`src/rtl/rate_limiter_mc_if.sv`:
```
// Target-write and beat-output streams of the multi-channel rate limiter.
interface rate_limiter_mc_if #(
  parameter int unsigned N_CH   = 4,
  parameter int unsigned DATA_W = 6
);
  localparam int unsigned CH_W = (N_CH > 1) ? $clog2(N_CH) : 1;

  logic              in_valid;
  logic              in_ready;
  logic [CH_W-1:0]   in_chan;
  logic [DATA_W-1:0] in_data;
  logic              out_valid;
  logic              out_ready;
  logic [CH_W-1:0]   out_chan;
  logic [DATA_W-1:0] out_data;

  // Producer of target writes and consumer of beats.
  modport master (
    output in_valid, in_chan, in_data, out_ready,
    input  in_ready, out_valid, out_chan, out_data
  );

  // The rate limiter itself.
  modport slave (
    input  in_valid, in_chan, in_data, out_ready,
    output in_ready, out_valid, out_chan, out_data
  );
endinterface

```
`src/rtl/rate_limiter_mc.sv`:
```
// N-channel slew-rate limiter with a round-robin output scan.
// Optional feature: define RATE_LIM_BYPASS_EN to add a bypass input that
// makes a serviced channel jump straight to its target.
module rate_limiter_mc #(
  parameter int unsigned N_CH   = 4,
  parameter int unsigned DATA_W = 6,
  parameter int unsigned STEP_W = 3
) (
  input  logic                clk,
  input  logic                reset,
  rate_limiter_mc_if.slave    bus,
  input  logic [STEP_W-1:0]   up_step,
  input  logic [STEP_W-1:0]   down_step,
`ifdef RATE_LIM_BYPASS_EN
  input  logic                bypass,
`endif
  output logic [N_CH-1:0]     settled
);
  localparam int unsigned CH_W  = (N_CH > 1) ? $clog2(N_CH) : 1;
  localparam int unsigned EXT_W = DATA_W + 1;

  logic [DATA_W-1:0] target [N_CH];
  logic [DATA_W-1:0] value  [N_CH];
  logic [CH_W-1:0]   ptr;

  logic              service;
  logic              write_en;
  logic              bypass_on;
  logic [DATA_W-1:0] cur_v;
  logic [DATA_W-1:0] cur_t;
  logic [DATA_W-1:0] next_v;
  logic [EXT_W-1:0]  gap_up;
  logic [EXT_W-1:0]  gap_dn;
  logic [EXT_W-1:0]  up_ext;
  logic [EXT_W-1:0]  dn_ext;

`ifdef RATE_LIM_BYPASS_EN
  assign bypass_on = bypass;
`else
  assign bypass_on = 1'b0;
`endif

  // Writes are accepted whenever the block is out of reset.
  assign bus.in_ready = ~reset;
  assign write_en     = bus.in_valid & bus.in_ready;
  // A new beat is produced when the output register is empty or draining.
  assign service      = ~bus.out_valid | bus.out_ready;

  // Slew step for the channel under the scan pointer; steps never overshoot the target.
  always_comb begin
    cur_v  = value[ptr];
    cur_t  = target[ptr];
    up_ext = EXT_W'(up_step);
    dn_ext = EXT_W'(down_step);
    gap_up = EXT_W'(cur_t) - EXT_W'(cur_v);
    gap_dn = EXT_W'(cur_v) - EXT_W'(cur_t);
    next_v = cur_v;
    if (bypass_on) begin
      next_v = cur_t;
    end else if (cur_v < cur_t) begin
      next_v = (gap_up > up_ext) ? DATA_W'(EXT_W'(cur_v) + up_ext) : cur_t;
    end else if (cur_v > cur_t) begin
      next_v = (gap_dn > dn_ext) ? DATA_W'(EXT_W'(cur_v) - dn_ext) : cur_t;
    end
  end

  // Target registers; out-of-range channel writes are accepted and dropped.
  always_ff @(posedge clk) begin
    if (reset) begin
      for (int c = 0; c < N_CH; c++) target[c] <= '0;
    end else if (write_en && (32'(bus.in_chan) < N_CH)) begin
      target[bus.in_chan] <= bus.in_data;
    end
  end

  // Value update, scan pointer and output beat register.
  always_ff @(posedge clk) begin
    if (reset) begin
      for (int c = 0; c < N_CH; c++) value[c] <= '0;
      ptr          <= '0;
      bus.out_valid <= 1'b0;
      bus.out_chan  <= '0;
      bus.out_data  <= '0;
    end else if (service) begin
      value[ptr]    <= next_v;
      bus.out_data  <= next_v;
      bus.out_chan  <= ptr;
      bus.out_valid <= 1'b1;
      ptr           <= (ptr == CH_W'(N_CH - 1)) ? '0 : ptr + CH_W'(1);
    end
  end

  // Per-channel settled flags from the registered state (one cycle behind).
  always_ff @(posedge clk) begin
    if (reset) begin
      settled <= '1;
    end else begin
      for (int c = 0; c < N_CH; c++) settled[c] <= (value[c] == target[c]);
    end
  end
endmodule

```
`src/flat_wrapper.sv`:
```
// flat-port wrapper written by rule: the top's interface ports become plain ports
module rate_limiter_mc_flat 
#(
  parameter int unsigned N_CH   = 4,
  parameter int unsigned DATA_W = 6,
  parameter int unsigned STEP_W = 3
)
  (clk, reset, up_step, down_step, settled, bus_in_valid, bus_in_chan, bus_in_data, bus_out_ready, bus_in_ready, bus_out_valid, bus_out_chan, bus_out_data);
  rate_limiter_mc_if #(.N_CH(N_CH), .DATA_W(DATA_W)) bus_i ();
  input  logic clk;
  input  logic reset;
  input  logic [STEP_W-1:0] up_step;
  input  logic [STEP_W-1:0] down_step;
  output logic [N_CH-1:0] settled;
  input wire logic [$bits(bus_i.in_valid)-1:0] bus_in_valid;
  input wire logic [$bits(bus_i.in_chan)-1:0] bus_in_chan;
  input wire logic [$bits(bus_i.in_data)-1:0] bus_in_data;
  input wire logic [$bits(bus_i.out_ready)-1:0] bus_out_ready;
  output wire logic [$bits(bus_i.in_ready)-1:0] bus_in_ready;
  output wire logic [$bits(bus_i.out_valid)-1:0] bus_out_valid;
  output wire logic [$bits(bus_i.out_chan)-1:0] bus_out_chan;
  output wire logic [$bits(bus_i.out_data)-1:0] bus_out_data;
  assign bus_i.in_valid = bus_in_valid;
  assign bus_i.in_chan = bus_in_chan;
  assign bus_i.in_data = bus_in_data;
  assign bus_i.out_ready = bus_out_ready;
  assign bus_in_ready = bus_i.in_ready;
  assign bus_out_valid = bus_i.out_valid;
  assign bus_out_chan = bus_i.out_chan;
  assign bus_out_data = bus_i.out_data;
  rate_limiter_mc #(.N_CH(N_CH), .DATA_W(DATA_W), .STEP_W(STEP_W)) u_core (.clk(clk), .reset(reset), .bus(bus_i), .up_step(up_step), .down_step(down_step), .settled(settled));
endmodule
```
`config.mk`:
```
export PLATFORM = sky130hd
export DESIGN_NAME = rate_limiter_mc_flat
export DESIGN_NICKNAME = d
export VERILOG_FILES = /design/src/rtl/rate_limiter_mc_if.sv /design/src/rtl/rate_limiter_mc.sv /design/src/flat_wrapper.sv
export SDC_FILE = /design/constraint.sdc
export NUM_CORES = 1
export LEC_CHECK = 0
export ABC_AREA = 1
export CAP_MARGIN = 0
export CORE_MARGIN = 5
export CORE_UTILIZATION = 41
export DETAILED_ROUTE_END_ITERATION = 8
export PLACE_DENSITY_LB_ADDON = 0.1
export SLEW_MARGIN = 20
export SYNTH_ARGS = -nofsm -noshare
export SYNTH_HDL_FRONTEND = slang
export SYNTH_SLANG_ARGS = --single-unit
```
`constraint.sdc`:
```
create_clock -name clk -period 4.4 [get_ports clk]
set_clock_uncertainty 0.05 [all_clocks]
set_input_delay 0.44 -clock clk [delete_from_list [all_inputs] [get_ports clk]]
set_output_delay 0.44 -clock clk [all_outputs]
set_load 0.05 [all_outputs]
```
==> flow_summary.yaml, run 1 <==
sta:
  finalSetupViolations: 0
  period_needed_ps: 4070
  worst_pin_slew_ps: 562
  slew-limit-headroom_pct: 62.4
  tns_ps: 0
  rsz0062_at_grt: "no"
  timing.hold.ws_ps: 406
  finalMaxSlewViolations: 0
  finalHoldViolCount: 0
  fmax_ghz: 0.245
  finalCritPeriodShare_pct: 92.6
worst_setup_path:
  endpoint_kind: "flop"
  start_kind: "flop"
  criticalPathCategory: "reg -> reg"
  crit_required_ps: 4430
  path_max_fanout: 22
  crit_arrival_ps: 4100
floorplanning:
  dieArea_mm2: 0.0129
  ios: 32
  initial_utilization_pct: 42.3
  row_count: 37
  die_w_um: 114
  core_area_mm2: 0.0104
  die_y_um: 114
yosys:
  yosysSeqAreaShare_pct: 40.4
  syn-num-nets: 598
  yosysWarnings: 0
  synth_area_leaders: "edfxtp_1, nand2_1, dfxtp_1"
  synth_top_cell_by_area: "edfxtp_1"
  ys_ff_latch: 65
  synthCells: 551
  synth_top_area_share_pct: 32.7
  ys_types: 30
  syn_area_mm2: 0.00441
  avgSynthCellArea_um2: 8.00
drt:
  drt_iter0_markers: 301
  num_vias: 3723
  drt_wl_total_mm: 12.0
  vias_per_cell: 5.10
  drtAntennaViolNets: 0
  wl_per_cell_um: 16.5
  drtPass1Iterations: 5
  drc: 0
clock_network:
  root_buffer: "clkbuf_8"
  postCtsSetupBuffers: 0
  cts_buffers: 9
  cts_buffer_depth: 2
  clk_latency_ps: 350
  cts_tree: "done"
  clkSlewWorstSetupHoldPaths_ps: 80
  cts-htree-levels: 3
  cts.sinks: 65
  hold_buffers: 0
  cts.repair.resized: 0
grt:
  track_usage_pct: 19.2
  gr-total-overflow: 0
  antenna_found_initial: 0
  grt_pass1_vias: 3473
  grt_pass1_wl_mm: 19.0
  grt_max_degree: 23
place:
  port_buffers: 31
  place_congestion: 0.889
  hpwlAfterDp_mm: 9.81
layout:
  n_antenna_cell: 0
  drive_above_1_share_pct: 10.3
  finish.utilization_pct: 48.9
  nFillCells: 1017
  nNetsFinal: 636
  area_growth_pct: 15.5
flow_run:
  max-cap-violations: 0
power_and_ir_drop:
  p_leak_uw: 0.00237
  irDropWorstVdd_uv: 265
  p_per_area_mw_per_mm2: 606
status:
  outcome: "finished clean"
hold_path:
  hold_class: "reg -> reg"
[worst paths after layout]
check | cells past startpoint | start | slack [ps] | endpoint
setup / recovery | 21 | flop | 330 | u_core.value[1][4]
hold / removal | 2 | u_core.bus.out_data[0] | 410 | u_core.bus.out_data[0]
setup reg to reg | 21 | flop | 330 | u_core.value[1][4]
hold reg to reg | 2 | u_core.bus.out_data[0] | 410 | u_core.bus.out_data[0]
[final cells by class]
| class | instances | area, µm² | share of cell area [%] |
|---|---|---|---|
| Multi-Input combinational cell | 391 | 2210 | 43.4 |
| Clock buffer | 9 | 124 | 2.43 |
| Clock inverter | 7 | 125 | 2.46 |
| Sequential cell | 65 | 1780 | 35.0 |
| Tap cell | 136 | 170 | 3.34 |
| Inverter | 84 | 318 | 6.24 |
| Timing Repair Buffer | 38 | 363 | 7.12 |
[per-layer routing]
metal | track usage (%) | share of wire [%] | vias up | routed length [µm]
met2 | 29.0 | 44 | 103 | 5340
met1 | 28.3 | 49 | 1742 | 5910
li1 | - | - | 1863 | -
met4 | 5.29 | 1.5 | 0 | 176
met5 | 0 | 0 | - | 0
met3 | 3.18 | 5.1 | 15 | 609
[through the flow]
step | std cells | cell area (µm²) | power (µW) | setup slack (ps)
4_1_cts | 730 | 5090 | 3090 | 370
5_1_grt | 730 | 5090 | 3320 | 29.2
3_3_place_gp | 714 | 4840 | 2440 | 470
6_report | 730 | 5090 | 3090 | 325
2_1_floorplan | 551 | 4410 | 2050 | 1010
3_5_place_dp | 714 | 4840 | 2450 | 412
[sequential cells by signal, indices dropped and copies added (netlist names), named ones only]
register              cells
u_core.value             24
u_core.settled            4
u_core.bus.out_chan       2
u_core.target            24
u_core.bus.out_valid      1
u_core.bus.out_data       6
u_core.ptr                2
[synth_stat cells]
cell type,instances
fa_1,4
buf_6,6
buf_2,1
and2_1,2
a21oi_4,1
clkbuf_1,1
inv_4,1
nand3_4,2
a32oi_1,3
ha_1,25
nor2_2,4
o31ai_1,4
nand2_2,17
inv_2,8
nand2_1,124
nand4_1,16
nor2_1,64
a21oi_1,24
inv_1,75
or2_2,1
buf_4,3
nand3_2,2
o21ai_0,22
dfxtp_1,17
nor3_1,1
nor2_4,2
edfxtp_1,48
xor2_1,12
xnor2_1,18
nand3_1,43
[worst max-delay path, cell delays in order, from the launching register on]
cell     delay (ps)
dfxtp_1         630
buf_4           320
a21oi_1          90
o21ai_0          70
and2_1          250
ha_1            180
inv_1            70
fa_1            420
xor2_1          190
ha_1            320
nand2_1          70
nand2_1          40
o21ai_0         230
inv_1            70
nor2_1          200
nand3_4         130
nand2_1          80
nand3_1          80
nand2_1         100
nand2_2          80
inv_2            90
nor2_1           60
[power by group]
part	internal [µW]	switching, µW
logic	524	1070
registers	770	85.8
clock network	382	254
[cells in the final DEF, fill, tap and decap left out]
cell	n
ha_1	25
nand2_1	124
fa_1	4
inv_6	2
xnor2_1	18
nor2_4	2
inv_4	1
edfxtp_1	48
nor2_2	4
clkinv_4	2
o31ai_1	4
xor2_1	12
bufinv_16	3
nand3_4	2
a21oi_1	24
a32oi_1	3
inv_2	8
o21ai_0	22
or2_2	1
nand2_2	17
and2_1	2
nand4_1	16
inv_1	75
clkdlybuf4s50_1	31
buf_4	7
clkbuf_8	9
nor2_1	64
nand3_2	2
nand3_1	43
a21oi_4	1
nor3_1	1
dfxtp_1	17
[logic make-up after synthesis]
logic type / Yosys count / synth area share [%]
AND/OR/NAND/NOR: 278 / 28.4
flip-flops: 65 / 40.4
XOR/XNOR: 30 / 5.96
AO/OA/AOI/OAI: 54 / 6.87
buffers and inverters: 95 / 9.45
adder cells (fa/ha/maj): 29 / 8.91
Note: power is estimated with default switching activity, not from simulation.
==> run 2, diff against run 1 <==
RECOVER_POWER = 50   (was unset)
SLEW_MARGIN = 0   (was 20)
==> run 2 against run 1 <==
  * Worst hold slack got worse by 2.9 ps
  * Largest cell class unchanged
  * First-iteration DRC count is 0.33% higher
  * Core utilization is essentially flat
  * Critical path depth is the same
  * Total power shrank 0.51%
  * Critical path type unchanged
  * Via count decreased by 0.11%
  * Sequential share of layout area about the same
  * Final cell count did not move
  * Die area unchanged
  * Maximum frequency is 0.39% higher
==> flow_summary.yaml, run 2 (synthesis gave the netlist of run 1 again) <==
status:
  outcome: "finished clean"
place:
  place_congestion: 0.889
  hpwlAfterDp_mm: 9.81
  place_ws_ps: 412
  port_buffers: 31
  dpl_cell_area_mm2: 0.00484
sta:
  slew-limit-headroom_pct: 47.3
  finalMaxSlewViolations: 0
  period_needed_ps: 4060
  tns_ps: 0
  worst_pin_slew_ps: 791
  rsz0062_at_grt: "no"
  fmax_ghz: 0.246
  finalSetupViolations: 0
  setup_ws_ps: 341
  finalCritPeriodShare_pct: 92.2
  finalHoldViolCount: 0
worst_setup_path:
  worst-r2r-cell-count: 21
  endpoint_kind: "flop"
  cp-endpoint: "u_core.value[1][4]"
  timing.rr.end: "u_core.value[1][4]"
  criticalPathCategory: "reg -> reg"
  crit_required_ps: 4430
  path_max_fanout: 22
  start_kind: "flop"
  r2r_setup_slack_ps: 340
  crit_arrival_ps: 4090
floorplanning:
  die_w_um: 114
  ios: 32
  core_area_mm2: 0.0104
  die_y_um: 114
  row_count: 37
  dieArea_mm2: 0.0129
  initial_utilization_pct: 42.3
clock_network:
  cts-htree-levels: 3
  root_buffer: "clkbuf_8"
  cts.sinks: 65
  clk_latency_ps: 350
  cts_buffer_depth: 2
  postCtsSetupBuffers: 0
  hold_buffers: 0
  clkSlewWorstSetupHoldPaths_ps: 80
  cts_buffers: 9
  cts_tree: "done"
  cts.repair.resized: 0
power_and_ir_drop:
  p_clk_share_pct: 20.7
  pwr-share-seq_pct: 27.8
  p_int_uw: 1660
  p_sw_uw: 1410
  p_comb_share_pct: 51.4
  switching_share_pct: 45.8
  p_leak_uw: 0.00239
  p_per_area_mw_per_mm2: 603
  irDropWorstVdd_uv: 264
layout:
  area_growth_pct: 15.4
  nNetsFinal: 636
  layout_common_cells: "nand2_1, inv_1, nor2_1"
  nFillCells: 1018
  final_area_mm2: 0.00509
  final_common_cell: "nand2_1"
  ff_latch_area_mm2: 0.00178
  n_antenna_cell: 0
  multiInputGateArea_mm2: 0.00221
  reg_top3: "u_core.target (24), u_core.value (24), u_core.bus.out_data (6)"
  drive_above_1_share_pct: 10.1
hold_path:
  hold_class: "reg -> reg"
  worstHoldStart: "u_core.bus.out_data[0]"
  worstHoldPathCells: 2
grt:
  antenna_found_initial: 0
  grt_pass1_vias: 3473
  grt_max_degree: 23
  track_usage_pct: 19.2
  gr-total-overflow: 0
  grt_pass1_wl_mm: 19.0
drt:
  vias_per_cell: 5.09
  drtPass1Iterations: 5
  drtAntennaViolNets: 0
  drt_wl_total_mm: 12.0
  wl_per_cell_um: 16.5
  drt_iter0_markers: 302
  drc: 0
  num_vias: 3719
flow_run:
  max-cap-violations: 0
==> run 2: cell count changes in the layout (fill, tap and decap cells not counted) <==
| cell | previous run | this run |
|---|---|---|
| dlygate4sd3_1 | 0 | 15 |
| clkdlybuf4s50_1 | 31 | 16 |
| buf_4 | 7 | 6 |
| clkbuf_1 | 0 | 1 |
==> run 2: layout make-up <==
cell class | count | area share (%)
clock buffers | 9 | 2.43
clock inverters | 7 | 2.46
inverters | 84 | 6.24
multi-input cells | 391 | 43.5
flip-flops and latches | 65 | 35.0
well taps | 136 | 3.34
repair buffers | 38 | 7.06
==> run 2: worst min path at each step <==
stage	endpoint	slack, ps
after floorplan	u_core.bus.out_chan[1]	420
after global placement	u_core.bus.out_chan[1]	380
after detailed placement	u_core.bus.out_chan[1]	390
after CTS	u_core.bus.out_data[0]	410
after global routing	u_core.bus.out_data[5]	420
final	u_core.bus.out_data[0]	400
==> run 2: power by group through the flow <==
stage / sequential [µW] / combinational [µW] / clock (µW)
after global routing: 863 / 1770 / 679
after detailed placement: 869 / 1580 / 0
after global placement: 870 / 1570 / 0
final: 855 / 1580 / 637
after CTS: 856 / 1590 / 645
after floorplan: 937 / 1110 / 0
==> run 2: stage by stage <==
step	power (µW)	instances	utilization, %	hold WS, ps
after floorplan	2050	551	-	422
after global placement	2440	714	46.5	383
after detailed placement	2450	714	46.5	392
after CTS	3090	730	48.9	409
after global routing	3310	730	48.9	423
final	3070	730	48.9	403
==> run 2: per-layer routing <==
metal | part of all wire, % | up-vias | routed length (µm) | GRT usage (%)
met5 | 0 | - | 0 | 0
met4 | 1.6 | 0 | 191 | 5.29
met3 | 4.8 | 16 | 578 | 3.18
met2 | 44 | 100 | 5340 | 29.0
met1 | 49 | 1741 | 5910 | 28.3
li1 | - | 1862 | - | -
==> run 2: critical path, stage by stage (launching register included) <==
cell and delay, ps:
dfxtp_1 620, buf_4 320, a21oi_1 90, o21ai_0 70, and2_1 240, ha_1 170, inv_1 70, fa_1 420
xor2_1 190, ha_1 320, nand2_1 70, nand2_1 40, o21ai_0 230, inv_1 70, nor2_1 200, nand3_4 130
nand2_1 80, nand3_1 80, nand2_1 90, nand2_2 80, inv_2 90, nor2_1 60
==> run 3, diff against run 2 <==
CELL_PAD_IN_SITES_DETAIL_PLACEMENT = 1   (was unset)
CELL_PAD_IN_SITES_GLOBAL_PLACEMENT = 1   (was unset)
==> run 3 against run 2 <==
  * Maximum frequency increased by 2.1%
  * Die area unchanged
  * Combinational power increased by 3%
  * First-iteration DRC count decreased by 5.6%
  * Wire length increased by 7.5%
  * Highest routed layer unchanged
  * Total power decreased by 3.9%
  * Worst hold slack improved by 1.3 ps
==> flow_summary.yaml, run 3 (synthesis gave the netlist of run 1 again) <==
grt:
  grt_pass1_vias: 4091
  grt_max_degree: 17
  gr-total-overflow: 0
  track_usage_pct: 21.1
  grt_use_met1_pct: 25.8
  antenna_found_initial: 0
  grt_pass1_wl_mm: 21.1
  grtUsageMet2_pct: 37.1
  use_met3_pct: 2.97
  grt.busiest_layer: "met2"
clock_network:
  cts_buffers: 9
  cts_buffer_depth: 2
  cts.sinks: 65
  postCtsSetupBuffers: 0
  cts-htree-levels: 3
  clk_latency_ps: 340
  clkSlewWorstSetupHoldPaths_ps: 70
  cts_tree: "done"
  root_buffer: "clkbuf_8"
power_and_ir_drop:
  p_per_area_mw_per_mm2: 586
  p_leak_uw: 0.00237
  irDropWorstVdd_uv: 254
  p_total_uw: 2950
drt:
  drc: 0
  num_vias: 3789
  vias_per_cell: 5.18
  wl_per_cell_um: 17.7
  drt_iter0_markers: 285
  drt_wl_total_mm: 12.9
  drtPass1Iterations: 4
  drtAntennaViolNets: 0
worst_setup_path:
  endpoint_kind: "flop"
  start_kind: "flop"
  crit_required_ps: 4540
  crit_arrival_ps: 4110
  path_max_fanout: 16
  criticalPathCategory: "reg -> reg"
floorplanning:
  initial_utilization_pct: 42.3
  die_y_um: 114
  ios: 32
  die_w_um: 114
  dieArea_mm2: 0.0129
  row_count: 37
  core_area_mm2: 0.0104
sta:
  worst_pin_slew_ps: 670
  finalHoldViolCount: 0
  fmax_ghz: 0.252
  finalSetupViolations: 0
  finalCritPeriodShare_pct: 90.3
  tns_ps: 0
  slew-limit-headroom_pct: 55.3
  finalMaxSlewViolations: 0
  period_needed_ps: 3980
  rsz0062_at_grt: "no"
layout:
  reg_top3: "u_core.target (24), u_core.value (24), u_core.bus.out_data (6)"
  nFillCells: 1293
  area_growth_pct: 14.2
  multiInputGateArea_mm2: 0.00221
  layout_common_cells: "nand2_1, inv_1, nor2_1"
  final_common_cell: "nand2_1"
  drive_above_1_share_pct: 10.4
  nNetsFinal: 637
  ff_latch_area_mm2: 0.00178
  finish.utilization_pct: 48.4
  n_antenna_cell: 0
status:
  outcome: "finished clean"
place:
  hpwlAfterDp_mm: 10.8
  port_buffers: 31
  place_congestion: 0.946
flow_run:
  max-cap-violations: 0
hold_path:
  hold_class: "reg -> reg"
[run 3: cell types whose count changed in the layout (fill, tap and decap cells not counted)]
cell,before,now
bufinv_16,3,0
clkinv_2,0,4
clkbuf_16,0,1
inv_6,2,0
inv_4,1,2
clkinv_4,2,0
buf_4,6,7
dfxtp_2,0,1
dfxtp_1,17,16
clkbuf_8,9,10
[run 3: routing by layer]
layer  vias to the layer above  routed length [µm]
met5                         -                   0
met4                         0                 498
met3                        38                 390
met2                        72                6610
met1                      1818                5410
li1                       1861                   -
[run 3: where the power goes]
part           total, µW  switching [µW]  internal [µW]
clock network        476             225            250
logic               1630            1110            516
registers            847            75.8            771
[run 3: worst paths after layout]
check	end	cells after the start	slack, ps	startpoint
min	u_core.bus.out_data[4]	2	400	u_core.bus.out_data[4]
max	u_core.value[0][5]	19	420	flop
max reg2reg	u_core.value[0][5]	19	420	flop
min reg2reg	u_core.bus.out_data[4]	2	400	u_core.bus.out_data[4]
[run 3: what timing repair did]
action | 4_1_cts | 5_1_grt
hold buffers | 0 | 0
gates resized for setup | 0 | 1
endpoints found under the setup margin | 0 | 29
[run 3: cell type report]
class                           count  area share (%)
Clock buffer                       11            3.23
Clock inverter                      5           0.521
Inverter                           84            6.31
Multi-Input combinational cell    391            43.9
Sequential cell                    65            35.4
Tap cell                          136            3.38
Timing Repair Buffer               39            7.28
[run 3: critical path, stage by stage, from the launching register on]
cell	delay [ps]
dfxtp_2	500
buf_4	250
a21oi_1	80
o21ai_0	90
and2_1	310
inv_1	140
fa_1	470
xor2_1	190
ha_1	320
nand2_1	80
nand2_1	40
o21ai_0	240
nand3_1	130
nor2_2	280
nand3_1	190
nand3_1	130
nand2_1	90
nand2_2	90
inv_2	60
nor2_1	90
[run 3: per-stage QoR]
step | hold slack (ps) | worst slack, ps | instance area (µm²) | cells
floorplan | 422 | 1010 | 4410 | 551
global placement | 380 | 403 | 4850 | 715
detailed placement | 401 | 269 | 4850 | 715
CTS | 414 | 244 | 5040 | 731
global route | 425 | 60.6 | 5040 | 731
finish | 404 | 425 | 5040 | 731
